**config.mk**
```make
export PLATFORM = sky130hd
export DESIGN_NAME = display_scheduler_flat
export DESIGN_NICKNAME = d
export VERILOG_FILES = /design/src/rtl/display_scheduler_pkg.sv /design/src/rtl/display_scheduler_if.sv /design/src/rtl/display_scheduler_button_sync_edge.sv /design/src/rtl/display_scheduler.sv /design/src/flat_wrapper.sv
export SDC_FILE = /design/constraint.sdc
export NUM_CORES = 1
export LEC_CHECK = 0
export ABC_CLOCK_PERIOD_IN_PS = 2300
export BUFFER_PORTS_ARGS = -buffer_cell sky130_fd_sc_hd__buf_4
export CAP_MARGIN = 20
export CORE_MARGIN = 2
export CORE_UTILIZATION = 30
export DETAILED_ROUTE_END_ITERATION = 16
export PLACE_DENSITY = 0.48
export SKIP_LAST_GASP = 1
export SLEW_MARGIN = 20
export SYNTH_ARGS = -nofsm -noshare
export SYNTH_HDL_FRONTEND = slang
export SYNTH_HIERARCHICAL = 1
export SYNTH_SLANG_ARGS = --single-unit
export TNS_END_PERCENT = 50
```
**constraint.sdc**
```tcl
create_clock -name clk -period 2.3 [get_ports clk]
set_clock_uncertainty 0.15 [all_clocks]
set_input_delay 0.115 -clock clk [delete_from_list [all_inputs] [get_ports clk]]
set_output_delay 0.115 -clock clk [all_outputs]
set_load 0.05 [all_outputs]
```
**src/rtl/display_scheduler_pkg.sv**
```systemverilog
// display_sched_pkg
//  Shared types and constants for the dice / traffic-light display scheduler.
//  - state_t : scheduler state, 2-bit encoding fixed so it can be probed
//  - SEL_*   : values of the display mux select line
//  - max3    : helper used to size the dwell counter from the parameters
package display_sched_pkg;

    typedef enum logic [1:0] {
        SHOW_TL   = 2'd0,
        SHOW_DICE = 2'd1,
        ROLL      = 2'd2,
        HOLD      = 2'd3
    } state_t;

    localparam logic SEL_DICE = 1'b0;
    localparam logic SEL_TL   = 1'b1;

    function automatic int max3(input int a, input int b, input int c);
        int m;
        m = (a > b) ? a : b;
        return (m > c) ? m : c;
    endfunction

endpackage

```
**src/rtl/display_scheduler_if.sv**
```systemverilog
// display_scheduler_if
//  Bundles the scheduler's user inputs and display-control outputs.
//  Ports (signals):
//   button   user button, asynchronous to clk (driven by master)
//   auto_en  enables the periodic auto switch to the dice view (driven by master)
//   sel      mux select, 0 = dice, 1 = traffic lights (driven by slave)
//   roll     dice roll line, dice rolls while high (driven by slave)
//   busy     high while rolling or holding the dice result (driven by slave)
interface display_scheduler_if;

    logic button;
    logic auto_en;
    logic sel;
    logic roll;
    logic busy;

    modport master (output button, output auto_en, input sel, input roll, input busy);
    modport slave  (input button, input auto_en, output sel, output roll, output busy);

endinterface

```
**src/rtl/display_scheduler_button_sync_edge.sv**
```systemverilog
// button_sync_edge
//  Brings the raw button into the clk domain and turns each rising edge into a
//  single-cycle pulse. A button held high produces exactly one pulse.
//  Ports:
//   clk        system clock, rising edge
//   rst        asynchronous reset, active-low
//   async_in   raw button, asynchronous to clk
//   pulse_out  one-cycle request, registered
//  Latency: async_in high at edge k -> pulse_out high during the cycle after
//  edge k+2.
module button_sync_edge (
    input  logic clk,
    input  logic rst,
    input  logic async_in,
    output logic pulse_out
);

    logic [1:0] sync_reg;
    logic       hist_reg;
    logic       pulse_reg;

    // Two-stage synchroniser chain; stage 0 samples the raw input.
    generate
        for (genvar gi = 0; gi < 2; gi++) begin : g_sync
            always_ff @(posedge clk or negedge rst) begin
                if (!rst) begin
                    sync_reg[gi] <= 1'b0;
                end else begin
                    sync_reg[gi] <= (gi == 0) ? async_in : sync_reg[(gi == 0) ? 0 : gi - 1];
                end
            end
        end
    endgenerate

    // History flop plus registered edge detect keeps the pulse glitch-free.
    always_ff @(posedge clk or negedge rst) begin
        if (!rst) begin
            hist_reg  <= 1'b0;
            pulse_reg <= 1'b0;
        end else begin
            hist_reg  <= sync_reg[1];
            pulse_reg <= sync_reg[1] & ~hist_reg;
        end
    end

    assign pulse_out = pulse_reg;

endmodule

```
**src/rtl/display_scheduler.sv**
```systemverilog
// display_scheduler
//  Sequences the dice / traffic-light display mux. Traffic lights are the
//  default view; a button press rolls the dice and then holds the result on
//  the display. With auto_en set the view periodically flips to the dice
//  without rolling.
//  Ports:
//   clk   system clock, rising edge
//   rst   asynchronous reset, active-low (0 = reset)
//   bus   display_scheduler_if.slave: button, auto_en in; sel, roll, busy out
//  Parameters:
//   TL_DWELL     cycles in SHOW_TL before an auto switch to SHOW_DICE
//   ROLL_CYCLES  cycles roll is held high
//   HOLD_CYCLES  cycles spent in HOLD and in SHOW_DICE
module display_scheduler
    import display_sched_pkg::*;
#(
    parameter int TL_DWELL    = 16,
    parameter int ROLL_CYCLES = 8,
    parameter int HOLD_CYCLES = 12
) (
    input  logic                clk,
    input  logic                rst,
    display_scheduler_if.slave  bus
);

    localparam int CNT_W = $clog2(max3(TL_DWELL, ROLL_CYCLES, HOLD_CYCLES)) + 1;

    localparam logic [CNT_W-1:0] TL_LAST   = CNT_W'(TL_DWELL - 1);
    localparam logic [CNT_W-1:0] ROLL_LAST = CNT_W'(ROLL_CYCLES - 1);
    localparam logic [CNT_W-1:0] HOLD_LAST = CNT_W'(HOLD_CYCLES - 1);

    state_t           state_reg, state_next;
    logic [CNT_W-1:0] cnt_reg, cnt_next;
    logic             sel_reg, sel_next;
    logic             roll_reg, roll_next;
    logic             busy_reg, busy_next;
    logic             req;

    button_sync_edge u_button (
        .clk       (clk),
        .rst       (rst),
        .async_in  (bus.button),
        .pulse_out (req)
    );

    always_ff @(posedge clk or negedge rst) begin
        if (!rst) begin
            state_reg <= SHOW_TL;
            cnt_reg   <= '0;
            sel_reg   <= SEL_TL;
            roll_reg  <= 1'b0;
            busy_reg  <= 1'b0;
        end else begin
            state_reg <= state_next;
            cnt_reg   <= cnt_next;
            sel_reg   <= sel_next;
            roll_reg  <= roll_next;
            busy_reg  <= busy_next;
        end
    end

    always_comb begin
        state_next = state_reg;
        cnt_next   = cnt_reg + 1'b1;

        case (state_reg)
            SHOW_TL: begin
                if (req) begin
                    state_next = ROLL;
                end else if (!bus.auto_en) begin
                    // Without auto mode the dwell never starts counting.
                    cnt_next = '0;
                end else if (cnt_reg == TL_LAST) begin
                    state_next = SHOW_DICE;
                end
            end
            SHOW_DICE: begin
                if (req) begin
                    state_next = ROLL;
                end else if (cnt_reg == HOLD_LAST) begin
                    state_next = SHOW_TL;
                end
            end
            ROLL: begin
                // Requests during a roll are dropped, not queued.
                if (cnt_reg == ROLL_LAST) begin
                    state_next = HOLD;
                end
            end
            HOLD: begin
                if (req) begin
                    state_next = ROLL;
                end else if (cnt_reg == HOLD_LAST) begin
                    state_next = SHOW_TL;
                end
            end
            default: begin
                state_next = SHOW_TL;
            end
        endcase

        // Every state entry (including HOLD -> ROLL re-roll) restarts the dwell.
        if (state_next != state_reg) begin
            cnt_next = '0;
        end

        // Outputs decode the next state so they switch on the same edge as it.
        sel_next  = (state_next == SHOW_TL) ? SEL_TL : SEL_DICE;
        roll_next = (state_next == ROLL);
        busy_next = (state_next == ROLL) || (state_next == HOLD);
    end

    assign bus.sel  = sel_reg;
    assign bus.roll = roll_reg;
    assign bus.busy = busy_reg;

endmodule

```
**src/flat_wrapper.sv**
```systemverilog
// flat-port wrapper written by rule: the top's interface ports become plain ports
module display_scheduler_flat import display_sched_pkg::*;
#(
    parameter int TL_DWELL    = 16,
    parameter int ROLL_CYCLES = 8,
    parameter int HOLD_CYCLES = 12
)
  (clk, rst, bus_button, bus_auto_en, bus_sel, bus_roll, bus_busy);
  display_scheduler_if bus_i ();
  input  logic clk;
  input  logic rst;
  input wire logic [$bits(bus_i.button)-1:0] bus_button;
  input wire logic [$bits(bus_i.auto_en)-1:0] bus_auto_en;
  output wire logic [$bits(bus_i.sel)-1:0] bus_sel;
  output wire logic [$bits(bus_i.roll)-1:0] bus_roll;
  output wire logic [$bits(bus_i.busy)-1:0] bus_busy;
  assign bus_i.button = bus_button;
  assign bus_i.auto_en = bus_auto_en;
  assign bus_sel = bus_i.sel;
  assign bus_roll = bus_i.roll;
  assign bus_busy = bus_i.busy;
  display_scheduler #(.TL_DWELL(TL_DWELL), .ROLL_CYCLES(ROLL_CYCLES), .HOLD_CYCLES(HOLD_CYCLES)) u_core (.clk(clk), .rst(rst), .bus(bus_i));
endmodule
```
## Word-level counts from Yosys, hierarchy flattened

Cells that the tools add are included.

- Word-level logic and storage cells: 37
- Input port bits: 4
- Output and inout bits: 3
- Bits in registers: 14

- Muxes and demuxes: 12
- Reduce and logical (&&, ||, !) cells: 4
- $add $sub $neg: 1
- Equality and inequality tests: 9
- Bitwise operators: 2

Operators by type and width:

| operator | number |
|---|---|
| two-way mux 5 bit | 4 |
| two-way mux 2 bit | 6 |
| == test 5 x 4 -> 1 bit, second input constant | 2 |
| == test 2 bit, second input constant | 4 |
| case mux 2 bit (3 select lines) | 1 |
| adder 5 x 1 -> 5 bit, second input constant | 1 |
| == test 5 x 3 -> 1 bit, second input constant | 1 |
| zero test 2 bit | 2 |
| == test 2 x 1 -> 1 bit, second input constant | 1 |
| != test 2 bit | 1 |
| OR reduction 2 bit | 1 |
| AND 1 bit | 1 |
| logical OR 1 bit | 1 |
| two-way mux 1 bit | 1 |
| NOT 1 bit | 1 |

## Logic depth before layout (Yosys ltp)

- Depth after elaboration: 7
- Depth in mapped cells: 6
- Mapped depth without buffers: 6

## Modules after synthesis

Netlist, hierarchy kept.

By module, submodules not included:

| module | cells an instance | area an instance (um2) | seq. area each (um2) | instances |
|---|---|---|---|---|
| display_scheduler | 40 | 442.9 | 226.5 | 1 |
| button_sync_edge | 5 | 113.9 | 100.1 | 1 |

## Least setup slack after synthesis

Ideal clock, no wire load.

- Path type: register to register
- Start point: register u_core.cnt_reg[0]
- End point: register u_core.cnt_reg[0]
- Path slack: 0.617 ns
- Arrival time: 1.439 ns
- Setup time: 0.094 ns
- Stages on the path, launching flop included: 7
- Clock period less this slack: 1.683 ns
- Data required time: 2.056 ns
- Path buffers: 0
- Cell sequence: dfrtp_1 -> ha_1 -> and3_1 -> ha_1 -> nand4bb_1 -> o211ai_1 -> a211oi_1

- Word-level cells in the longest chain between the ends: 7
- Elaborated cells on any way between the ends: 16
- Classes of those cells: add/sub (1); eq/ne (4); mux (11)

RTL lines:

| element | RTL line | source |
|---|---|---|
| start, declared | display_scheduler.sv:33 | `logic [CNT_W-1:0] cnt_reg, cnt_next;` |
| start signal, assigned | display_scheduler.sv:55 | `cnt_reg <= cnt_next;` |
| == test 5 x 4 -> 1 bit | display_scheduler.sv:73 | `end else if (cnt_reg == TL_LAST) begin` |
| two-way mux 2 bit | display_scheduler.sv:73 |  |
| two-way mux 2 bit | display_scheduler.sv:70 | `end else if (!bus.auto_en) begin` |
| two-way mux 2 bit | display_scheduler.sv:68 | `if (req) begin` |
| case mux 2 bit (3 select lines) | display_scheduler.sv:66 | `case (state_reg)` |
| != test 2 bit | display_scheduler.sv:103 | `if (state_next != state_reg) begin` |
| two-way mux 5 bit (*) | display_scheduler.sv:103 |  |
| named net u_core.cnt_next[0] | display_scheduler.sv:33 |  |

The timed path passes the listed nets; every way through them passes the cells marked *.

## Final worst setup path

Ends and elaborated chain as after synthesis.

==> metrics <==
RSZ-0062 raised after global routing=no; post-synthesis cell count=45; met1 WL=485 microns; max layer used=met3; Starting Density=31.9%; final core utilization=38.7%; Power Total=0.747 mW; synthesized flop and latch total=13; Period Utilization, post-route=82.3%; metal2 WL=367 microns; largest net degree at the start of global routing=14; setup_tns=0 ps; Ant. Diodes=0; max_cap viols=0; Fin. Hold Viols=0; Clock Latency Late Sink=280 ps; Overall Global Routing Usage=10.2%; CP Capture Type=flip-flop; area of the core=0.00175 sq mm; Clock Tree Root=clkbuf_4; H-tree Lvls=1; io pins=7; total gr overflow=0; Hold Path Class=input port to async pin; Die H=47.1 microns; Die Area=0.00222 sq mm; placer congestion estimate=0.719; vias in the first global route=354; max FFs per register=5; nets=63; Lkg Pwr=0.288 nW; PortBufs=6; met3 wire len=56 microns; cts-stage hold buffer count=2; status=completed; Max Root-Sink Buffers=2; max-slew violation count=0; Resize count post-CTS=0; TritonCTS Buffers=3; r2r startpoint=u_core/cnt_reg[0]; Fmax=528 MHz; post-synthesis net count=51; Min Clock Period, post-route=1890 ps; FF-to-FF path depth=6; TritonCTS clock tree=done; Post-Layout Cell Count=81; YS warnings=6; Cell Area, Placed=628 sq um; worst-margin pin slew=447 ps; final WL=908 microns; reg2reg setup slack=410 ps; drt first pass iters=4; DP Cell Count=75; initial antenna violation count=0; Clock transition at path regs=80 ps; Setup Viol. Count Final=0; WP data required=2340 ps; Area growth syn-to-layout=21.3%; CP arrival=1930 ps; final worst setup slack=406 ps; pre-CTS setup slack=441 ps; num rows=15; peak fanout along the critical path=5; Post-Syn Area=557 sq um; sequential fraction of the synthesis area=58.7%; CP startpoint kind=flip-flop; Crit Path Class=flip-flop to flip-flop; DR WL/cell=11.2 microns; Die Wd=47.1 microns; first-pass GRT wire length=1.50 mm; hold slack=59.7 ps; postcts setup bufs=0; Initial DRC Count=2; layout cell share with drive strength beyond 1=25.0%; Design Area, Final=676 sq um; CTS Sinks=13; Antenna Nets Post-Route=0; Mapped Avg Cell Area=12.4 sq um; routed vias/inst=4.60; power per cell area=1110 mW/mm^2; Slew HR=70.1%; VDD IR max=0.506 mV; count of cell types in the netlist=23; Worst R2R End=u_core/cnt_reg[0]; via count=373; Residual DRC=0; HPWL after DPL=640 microns
-- kinds of logic after synthesis --
kind of cell / after synthesis / synth area share, %
AO/OA/AOI/OAI: 12 / 15.3
buffers and inverters: 4 / 2.92
AND/OR/NAND/NOR: 12 / 15.5
flip-flops: 13 / 58.7
XOR/XNOR: 2 / 3.15
adder cells (fa/ha/maj): 2 / 4.49
-- power by group --
| group | leakage, nW | switching (mW) | internal [mW] |
|---|---|---|---|
| clock network | 0.0177 | 0.0754 | 0.0645 |
| logic | 0.117 | 0.144 | 0.112 |
| registers | 0.154 | 0.0565 | 0.295 |
| total | 0.288 | 0.275 | 0.472 |
-- final cells by class --
class                      instances  area, sq um
clock buffer                       3         22.5
clock inverter                     1         5.00
fill                             183         1070
inverter                           3         11.3
multi-input combinational         28          214
sequential                        13          327
tap                               25         31.3
timing repair buffer               8         65.1
-- metal layers --
metal  global-route usage, %  vias to the layer above
li1                        -                      186
met1                    13.3                      178
met2                    14.2                        9
met3                    6.92                        0
met4                    1.67                        0
met5                       0                        -
-- cells in the mapped netlist --
library cell,n,area share [%]
and3_1,1,1.1
nand2_1,1,0.67
nand4bb_1,2,4.0
o21a_1,1,1.3
o21ba_2,1,1.8
o211ai_1,2,2.7
or3_1,2,2.2
nor2b_4,1,2.5
inv_2,1,0.67
dfrtp_1,12,54
nand3_1,2,1.8
ha_1,2,4.5
o21ai_0,1,0.90
inv_1,2,1.3
xnor2_1,1,1.6
a21oi_1,2,1.8
buf_2,1,0.90
xor2_1,1,1.6
a21o_1,1,1.3
nor4bb_1,1,1.8
nor2_1,2,1.3
a211oi_1,4,5.4
dfstp_2,1,4.7
-- how the worst max path moves through the flow --
stage	endpoint	from	slack, ps
4_1_cts	u_core/cnt_reg[0]	u_core/cnt_reg[0]	410
3_5_place_dp	u_core/cnt_reg[0]	u_core/cnt_reg[0]	440
2_1_floorplan	u_core/cnt_reg[0]	u_core/cnt_reg[0]	620
6_report	u_core/cnt_reg[0]	u_core/cnt_reg[0]	410
3_3_place_gp	u_core/cnt_reg[0]	u_core/cnt_reg[0]	420
5_1_grt	u_core/cnt_reg[0]	u_core/cnt_reg[0]	270
-- worst max-delay path: stages, from the launching register on --
cell and delay [ps]:
dfrtp_1 400, ha_1 250, and3_1 160, ha_1 170
nand4bb_1 140, o211ai_1 220, a211oi_1 290
-- cells in the final DEF, fill, tap and decap left out, types with 3 or more instances in the layout --
cell type,instances
dfrtp_1,12
buf_4,6
a211oi_1,4
clkbuf_4,3
(Power assumes the default switching activity.)
